<file path="src/rtl/pwm_cfg_update_ctrl.sv">
// ---------------------------------------------------------------------------
// pwm_cfg_update_ctrl
//
// Shadow-register update controller for one PWM carrier/comparator channel.
// A new configuration is accepted over a valid/ready handshake into shadow
// registers. It is copied to the active outputs only on a safe carrier event
// chosen by the currently active mask mode. This means period and compare
// values never change part-way through a carrier cycle. When the counting
// scheme changes, the controller asks the counter to restart.
//
// Optional feature macro: PWM_UPD_IRQ_EN
//   When defined, this adds a sticky irq output that is set on every commit
//   and cleared by irq_clr. If set and clear occur in the same cycle, set wins.
//
// Ports:
//   clk, rst          clock, asynchronous active-high reset
//   cfg_valid/ready   configuration handshake
//   cfg_period        requested carrier period
//   cfg_compare       requested compare value
//   cfg_count_mode    0=up, 1=down, 2=up/down (3 is treated as up)
//   cfg_mask_mode     0=none, 1=min, 2=max, 3=min|max
//   cfg_onoff         requested on/off
//   cfg_skip          number of eligible events to skip before the commit
//   cfg_abort         drop the pending configuration
//   ev_min, ev_max    carrier extreme pulses from the counter
//   act_*             active configuration seen by the carrier/comparator
//   cnt_restart       one-cycle counter restart request (with commit)
//   commit_pulse      one-cycle strobe in the cycle new act_* appear
//   busy              a configuration is in flight
//   irq, irq_clr      sticky commit flag and its clear (PWM_UPD_IRQ_EN only)
// ---------------------------------------------------------------------------
module pwm_cfg_update_ctrl #(
   parameter int CNT_W      = 16,
   parameter int SKIP_W     = 4,
   parameter int PERIOD_RST = 1000
) (
   input  logic              clk,
   input  logic              rst,
   input  logic              cfg_valid,
   output logic              cfg_ready,
   input  logic [CNT_W-1:0]  cfg_period,
   input  logic [CNT_W-1:0]  cfg_compare,
   input  logic [1:0]        cfg_count_mode,
   input  logic [1:0]        cfg_mask_mode,
   input  logic              cfg_onoff,
   input  logic [SKIP_W-1:0] cfg_skip,
   input  logic              cfg_abort,
   input  logic              ev_min,
   input  logic              ev_max,
   output logic [CNT_W-1:0]  act_period,
   output logic [CNT_W-1:0]  act_compare,
   output logic [1:0]        act_count_mode,
   output logic [1:0]        act_mask_mode,
   output logic              act_onoff,
   output logic              cnt_restart,
   output logic              commit_pulse,
   output logic              busy
`ifdef PWM_UPD_IRQ_EN
   ,
   output logic              irq,
   input  logic              irq_clr
`endif
);

   localparam logic [1:0] COUNT_UP    = 2'd0;
   localparam logic [1:0] NO_MASK     = 2'd0;
   localparam logic [1:0] MIN_MASK    = 2'd1;
   localparam logic [1:0] MAX_MASK    = 2'd2;
   localparam logic       PWM_OFF     = 1'b0;
   localparam logic       PWM_ON      = 1'b1;

   typedef enum logic [1:0] {
      ST_IDLE,
      ST_PENDING,
      ST_COMMIT
   } state_t;

   state_t state, next_state;

   logic [CNT_W-1:0]  sh_period;
   logic [CNT_W-1:0]  sh_compare;
   logic [1:0]        sh_count_mode;
   logic [1:0]        sh_mask_mode;
   logic              sh_onoff;
   logic [SKIP_W-1:0] skip_cnt;

   logic              load;
   logic              skip_dec;
   logic              do_commit;
   logic              eligible;

   logic [CNT_W-1:0]  new_compare;
   logic [1:0]        new_count_mode;
   logic              new_onoff;

   // The reserved count-mode encoding falls back to plain up-counting.
   function automatic logic [1:0] sanitize_mode(input logic [1:0] mode);
      return (mode == 2'b11) ? COUNT_UP : mode;
   endfunction

   // A compare value above the period would never match, so it is clamped.
   function automatic logic [CNT_W-1:0] clamp_compare(input logic [CNT_W-1:0] cmp,
                                                      input logic [CNT_W-1:0] per);
      return (cmp > per) ? per : cmp;
   endfunction

   assign new_compare    = clamp_compare(sh_compare, sh_period);
   assign new_count_mode = sanitize_mode(sh_count_mode);
   // A zero period cannot run a carrier, so the channel is forced off.
   assign new_onoff      = (sh_period == '0) ? PWM_OFF : sh_onoff;

   // Eligibility follows the mask that is currently active, not the one being
   // installed. Simultaneous min and max pulses count as a single event.
   always_comb begin
      eligible = 1'b0;
      case (act_mask_mode)
         NO_MASK:  eligible = 1'b1;
         MIN_MASK: eligible = ev_min;
         MAX_MASK: eligible = ev_max;
         default:  eligible = ev_min | ev_max;
      endcase
   end

   always_ff @(posedge clk or posedge rst) begin
      if (rst) state <= ST_IDLE;
      else     state <= next_state;
   end

   always_comb begin
      next_state = state;
      cfg_ready  = 1'b0;
      busy       = 1'b0;
      load       = 1'b0;
      skip_dec   = 1'b0;
      do_commit  = 1'b0;
      case (state)
         ST_IDLE: begin
            cfg_ready = 1'b1;
            if (cfg_valid) begin
               load       = 1'b1;
               next_state = ST_PENDING;
            end
         end
         ST_PENDING: begin
            busy = 1'b1;
            if (cfg_abort) begin
               next_state = ST_IDLE;
            end else if (sh_onoff == PWM_OFF) begin
               // Switching off is always safe, so there is no need to wait for an event.
               do_commit  = 1'b1;
               next_state = ST_COMMIT;
            end else if (eligible) begin
               if (skip_cnt != '0) begin
                  skip_dec = 1'b1;
               end else begin
                  do_commit  = 1'b1;
                  next_state = ST_COMMIT;
               end
            end
         end
         ST_COMMIT: begin
            busy       = 1'b1;
            next_state = ST_IDLE;
         end
         default: next_state = ST_IDLE;
      endcase
   end

   assign commit_pulse = (state == ST_COMMIT);

   // Shadow data needs no reset: it is always written before it is read.
   always_ff @(posedge clk) begin
      if (load) begin
         sh_period     <= cfg_period;
         sh_compare    <= cfg_compare;
         sh_count_mode <= cfg_count_mode;
         sh_mask_mode  <= cfg_mask_mode;
         sh_onoff      <= cfg_onoff;
      end
   end

   always_ff @(posedge clk or posedge rst) begin
      if (rst) begin
         skip_cnt <= '0;
      end else if (load) begin
         skip_cnt <= cfg_skip;
      end else if (skip_dec) begin
         skip_cnt <= skip_cnt - SKIP_W'(1);
      end
   end

   // Active registers load on the edge that enters COMMIT. The restart
   // decision compares against the values being replaced.
   always_ff @(posedge clk or posedge rst) begin
      if (rst) begin
         act_period     <= CNT_W'(PERIOD_RST);
         act_compare    <= '0;
         act_count_mode <= COUNT_UP;
         act_mask_mode  <= NO_MASK;
         act_onoff      <= PWM_OFF;
         cnt_restart    <= 1'b0;
      end else if (do_commit) begin
         act_period     <= sh_period;
         act_compare    <= new_compare;
         act_count_mode <= new_count_mode;
         act_mask_mode  <= sh_mask_mode;
         act_onoff      <= new_onoff;
         cnt_restart    <= (new_count_mode != act_count_mode) ||
                           ((act_onoff == PWM_OFF) && (new_onoff == PWM_ON));
      end else begin
         cnt_restart    <= 1'b0;
      end
   end

`ifdef PWM_UPD_IRQ_EN
   always_ff @(posedge clk or posedge rst) begin
      if (rst)               irq <= 1'b0;
      else if (commit_pulse) irq <= 1'b1;
      else if (irq_clr)      irq <= 1'b0;
   end
`endif

endmodule

</file>
<file path="config.mk">
export PLATFORM = sky130hd
export DESIGN_NAME = pwm_cfg_update_ctrl
export DESIGN_NICKNAME = d
export VERILOG_FILES = /design/src/rtl/pwm_cfg_update_ctrl.sv
export SDC_FILE = /design/constraint.sdc
export NUM_CORES = 1
export LEC_CHECK = 0
export BUFFER_PORTS_ARGS = -buffer_cell sky130_fd_sc_hd__buf_2
export CAP_MARGIN = 20
export CORE_AREA = 4 4 97 135
export CTS_BUF_LIST = sky130_fd_sc_hd__clkbuf_4 sky130_fd_sc_hd__clkbuf_8
export CTS_CLUSTER_DIAMETER = 60
export DETAILED_ROUTE_END_ITERATION = 8
export DIE_AREA = 0 0 101 139
export PLACE_DENSITY = 0.69
export SLEW_MARGIN = 25
export SYNTH_ARGS = -nofsm -noshare
export SYNTH_HDL_FRONTEND = slang
export SYNTH_SLANG_ARGS = --single-unit
</file>
<file path="constraint.sdc">
create_clock -name clk -period 3.2 [get_ports clk]
set_input_delay 0.48 -clock clk [delete_from_list [all_inputs] [get_ports clk]]
set_output_delay 0.48 -clock clk [all_outputs]
set_load 0.02 [all_outputs]
</file>
==> summary.txt, run 1 <==
Routing
  – Detail Route Antenna Nets: 0
  – DR WL/cell: 18.70 um
  – DRC Markers: 0
  – Routed wire length: 11200 um
  – Initial drt markers: 229
  – Vias per cell: 5.396
  – Vias after detailed routing: 3232
  – Drt pass-1 iters: 4

Logic synthesis
  – Distinct cells, synth: 47
  – Total of warnings raised by yosys: 0
  – Number of flops mapped to enable cells by yosys: 37
  – Asr flop ratio synth: 54.32%
  – Syn Inst Count: 365
  – Seq/Total Area, Yosys: 51.54%
  – Ys flop type: dfrtp_1
  – Mean Syn Cell Area: 11.80 um2
  – Mapped Area: 4307 um2
  – Most frequent cells after synthesis: inv_1 (39), dfrtp_1 (38), edfxtp_1 (37), ha_1 (20), nand4_1 (20)
  – Count leader, synth: inv_1
  – Synth Net Count: 432
  – Post-synth top area share: 25.80%
  – Most area-hungry cell type in the Yosys netlist: edfxtp_1
  – Top post-synthesis cells by area: edfxtp_1 (26%), dfrtp_1 (22%), ha_1 (5.8%)
  – FF+latch count, synth: 81

Run status
  – Status: finished, final reports clean

Place
  – Post-DP HPWL: 7978 um
  – Buffers on Ports: 87
  – Final GP Congestion: 0.8268

STA
  – Setup TNS: 0 ns
  – Final hold violations: 0
  – Fin. max-slew vios: 0
  – Fmax: 398.4 MHz
  – Fin crit share: 78.45%
  – Final-report setup violation count: 0
  – Max-Slew Margin vs Limit: 38.04%
  – Actual slew at the worst max-slew pin: 0.9294 ns
  – RSZ-0062 raised after global routing: false
  – Tmin final: 2.510 ns
  – Final Skew: 0.01549 ns

Critical path
  – CP Max Fanout: 51
  – Critical path type: reg -> reg
  – FF-to-FF Start: skip_cnt[0]$_DFFE_PP0P_
  – Arrival time at the worst endpoint: 2.77 ns
  – Crit. Startpoint: skip_cnt[0]$_DFFE_PP0P_
  – Crit start category: register
  – WP data required: 3.46 ns
  – Worst setup EP type: register

Die
  – Rows: 47
  – Core ar.: 11820 um2
  – Total I/O pin count: 88
  – Chip Height: 139 um
  – Initial core utilization: 36.43%
  – Die area: 14040 um2
  – Die W: 101 um

Clocking
  – H-tree lvl count: 3
  – Clock buffer count from CTS: 9
  – Root Buffer: clkbuf_8
  – Worst-case clock buffer depth: 2
  – Clk sinks: 81
  – Clock Latency Late Sink: 0.37 ns
  – CTS tree: done
  – Clk slew on worst S/H paths: 0.09 ns
  – PostCTS Resize Cnt: 0
  – # hold bufs at CTS: 0
  – Post-CTS Setup Inserts: 0

Layout
  – Fin nets: 514
  – Layout cells sized above 1: 31.19%
  – Layout area overhead: 16.94%
  – Storage cell area: 2220 um2
  – Ant. Diodes: 0
  – Filler cell count: 1124
  – Core Util, Final: 42.61%
  – Multi-input logic area: 1799 um2

Flow run
  – Max-cap violations: 0

Global route
  – First-pass GRT wire length: 18150 um
  – Grt total ovfl: 0
  – Largest net degree at the start of global routing: 52
  – Antenna violations before repair: 0
  – Global Route Usage Sum: 16.43%
  – Vias in the first global route: 3511

Power
  – Worst IR Drop VDD: 0.2590 mV
  – Leakage: 2.197 nW
  – P per Cell Area: 856.9 nW/um2
  – Total power: 4.315 mW

Min path
  – Worst hold path type: in -> async
final cells by class:
cell class | instances | share of cell area (%)
multi-input combinational | 223 | 35.73
timing repair buffer | 93 | 9.789
clock buffer | 9 | 2.460
inverter | 39 | 2.932
sequential | 81 | 44.07
clock inverter | 7 | 1.366
tap | 147 | 3.652
cell usage in the layout (no fill, tap or decap), drive strengths merged, types with 3 or more instances in the layout:
| cell type | count |
|---|---|
| dfrtp | 38 |
| a211oi | 18 |
| nor2 | 19 |
| o21ai | 5 |
| nor4 | 5 |
| nand3 | 18 |
| buf | 93 |
| nand2b | 3 |
| o311ai | 16 |
| ha | 20 |
| inv | 39 |
| clkinv | 6 |
| xnor2 | 3 |
| nand2 | 8 |
| nand4 | 21 |
| a21oi | 11 |
| mux2 | 20 |
| mux2i | 18 |
| nor2b | 5 |
| edfxtp | 37 |
| clkbuf | 9 |
| dfstp | 6 |
| and2 | 18 |
final timing paths:
path	slack [ns]	endpoint	cells after the start
min in group clk	0.27	sh_period[0]$_DFFE_PP_	1
hold / removal	0.22	act_period[4]$_DFFE_PP0P_	2
setup reg to reg	0.69	act_count_mode[0]$_DFFE_PP0P_	7
setup / recovery	0.69	act_count_mode[0]$_DFFE_PP0P_	7
hold reg to reg	0.49	act_mask_mode[0]$_DFFE_PP0P_	1
max in group asynchronous	2.47	act_compare[5]$_DFFE_PP0P_	2
report_power, final:
part | leakage [nW] | internal [mW] | switching, mW
Combinational | 1.22 | 0.698 | 1.05
Clock | 0.0987 | 0.359 | 0.402
Sequential | 0.880 | 1.51 | 0.289
flip-flops by register name, summed over array words and instances (netlist names), 2 cells and up:
register / count
sh_compare: 16
sh_count_mode: 2
sh_period: 16
act_period: 16
act_compare: 16
state: 2
act_count_mode: 2
act_mask_mode: 2
skip_cnt: 4
sh_mask_mode: 2
layer usage:
layer	vias to the layer above	global-route usage, %	routed length, um	part of all wire, %
met5	-	0	0	0
met4	0	8.543	469	4.2
met3	30	3.473	542	4.8
met2	108	28.25	5972	53
met1	1589	18.82	4218	38
li1	1505	-	-	-
worst max-delay path: stages (launching register included):
cell      delay [ns]
dfrtp_1         0.42
inv_1           0.07
ha_1            0.14
or3b_1          0.36
o21bai_4        0.31
a21oi_4         0.33
buf_12          0.32
mux2_2          0.38
kinds of logic (layout without fill, tap and decap cells):
family	count (synthesis)	after routing	share of synthesized area, %
and+or+nand+nor	101	101	12.99
DFF	81	81	51.54
buffers and inverters	61	148	7.089
AOI/OAI and AO/OA	60	60	11.13
muxes	38	38	10.63
adders and majority gates	20	20	5.811
xor gates and xnor gates	4	4	0.8136
through the flow:
step	instances	hold slack, ns	area, um2	worst slack [ns]
global route	599	0.2634	5036	0.4681
CTS	599	0.2646	5035	0.7156
global placement	583	0.4707	4842	0.7661
finish	599	0.2182	5036	0.6897
detailed placement	583	0.4683	4842	0.7365
floorplan	365	0.4574	4307	0.5522
Power figures use the tool's default switching activity.
==> inputs of run 2 (changes only) <==
==> constraint.sdc (replaced) <==
create_clock -name clk -period 2.45 [get_ports clk]
set_input_delay 0.3675 -clock clk [delete_from_list [all_inputs] [get_ports clk]]
set_output_delay 0.3675 -clock clk [all_outputs]
set_load 0.02 [all_outputs]
==> summary.txt, run 2 (synthesis gave the netlist of run 1 again) <==
STA
  – Final hold violations: 0
  – Tmin final: 2.269 ns
  – Final Skew: 0.01172 ns
  – Fin crit share: 92.60%
  – Actual slew at the worst max-slew pin: 0.6685 ns
  – RSZ-0062 raised after global routing: false
  – Fmax: 440.8 MHz
  – Setup TNS: 0 ns
  – Final-report setup violation count: 0
  – Fin. max-slew vios: 0
  – Max-Slew Margin vs Limit: 55.43%

Place
  – Buffers on Ports: 87
  – Final GP Congestion: 0.8233
  – Placed cells: 595
  – Area after DPL: 4945 um2
  – Post-DP HPWL: 8177 um

Layout
  – Layout area overhead: 20.31%
  – Filler cell count: 1102
  – Commonest non-fill, non-tap cells in the layout: buf_2 (87), inv_1 (38), dfrtp_1 (38), edfxtp_1 (37)
  – Final cell count without fillers: 612
  – Core Util, Final: 43.83%
  – Layout cells sized above 1: 33.76%
  – Commonest non-fill, non-tap cell in the layout: buf_2
  – Design Area, Final: 5181 um2
  – Fin nets: 527
  – Ant. Diodes: 0

Clocking
  – Clock buffer count from CTS: 9
  – H-tree lvl count: 3
  – Clock Latency Late Sink: 0.36 ns
  – Root Buffer: clkbuf_8
  – Clk slew on worst S/H paths: 0.08 ns
  – Worst-case clock buffer depth: 2
  – Post-CTS Setup Inserts: 0
  – CTS tree: done
  – Clk sinks: 81

Die
  – Chip Height: 139 um
  – Die area: 14040 um2
  – Initial core utilization: 36.43%
  – Total I/O pin count: 88
  – Die W: 101 um
  – Rows: 47
  – Core ar.: 11820 um2

Critical path
  – Worst setup EP type: register
  – CP Max Fanout: 16
  – R2R Setup Slk: 0.18 ns
  – WP data required: 2.68 ns
  – Critical path type: reg -> reg
  – Crit start category: register
  – Arrival time at the worst endpoint: 2.49 ns

Min path
  – Worst hold path type: in -> reg

Global route
  – Vias in the first global route: 3504
  – Global Route Usage Sum: 16.40%
  – First-pass GRT wire length: 17750 um
  – Grt total ovfl: 0
  – Largest net degree at the start of global routing: 56
  – Antenna violations before repair: 0

Power
  – Leakage: 2.281 nW
  – Worst IR Drop VDD: 0.3808 mV
  – P per Cell Area: 1119 nW/um2
  – Total power: 5.799 mW

Routing
  – Detail Route Antenna Nets: 0
  – Initial drt markers: 172
  – DR WL/cell: 18.14 um
  – Vias per cell: 5.234
  – DRC Markers: 0
  – Vias after detailed routing: 3203
  – Drt pass-1 iters: 4
  – Routed wire length: 11100 um

Run status
  – Status: finished, final reports clean

Flow run
  – Max-cap violations: 0
## run 2: cell types whose count changed in the layout (fill, tap and decap cells not counted), sizes merged
cell	change
buf	+12
clkinvlp	+1
clkinv	-6
inv	+1
dlygate4sd3	+1
clkbuf	+3
bufinv	+1
## run 2: timing repair
action	CTS	global route
setup endpoints to repair	0	16
hold endpoints to repair	11	0
resized for setup	0	5
hold buffers	1	0
## run 2: area by class of cell
type | instances | area [um2] | share of cell area (%)
Tap cell | 147 | 183.9 | 3.550
Clock buffer | 12 | 146.4 | 2.825
Multi-Input combinational cell | 223 | 1803 | 34.80
Sequential cell | 81 | 2220 | 42.84
Inverter | 39 | 146.4 | 2.825
Clock inverter | 4 | 76.32 | 1.473
Timing Repair Buffer | 106 | 605.6 | 11.69
## run 2: stage by stage
stage                     worst slack, ns  hold slack [ns]
after floorplan                    0.4117           0.4574
after CTS                         0.03443           0.1528
after global placement             0.1320           0.3787
after global routing              0.01892           0.1496
after detailed placement          0.08344           0.3835
final                              0.1814           0.1773
## run 2: path summary, 6_finish.rpt
kind	startpoint	end	cells after the start
worst min register to register	sh_mask_mode[0]$_DFFE_PP_	act_mask_mode[0]$_DFFE_PP0P_	1
worst max register to register	sh_period[14]$_DFFE_PP_	act_compare[14]$_DFFE_PP0P_	7
worst max-delay path	sh_period[14]$_DFFE_PP_	act_compare[14]$_DFFE_PP0P_	7
min in group asynchronous	rst	act_period[11]$_DFFE_PP0P_	3
max in group asynchronous	rst	act_mask_mode[1]$_DFFE_PP0P_	4
worst min-delay path	cfg_onoff	sh_onoff$_DFFE_PP_	1
## run 2: power by group
group          switching, mW  internal, mW
Clock                  0.485         0.612
Sequential             0.336          1.98
Combinational           1.42         0.966
## run 2: layer usage
metal  track usage (%)  routed length, um  up-vias
li1                  -                  -     1524
met1             17.44               4195     1566
met2             29.02               6014       86
met3             4.026                437       27
met4             9.034                453        0
met5                 0                  0        -
## run 2: worst max-delay path: stages (launching register included)
cell	delay, ns
edfxtp_1	0.41
inv_1	0.08
ha_1	0.34
nand4_2	0.23
nor2_1	0.11
a211o_2	0.44
o311ai_0	0.40
nand3_1	0.12
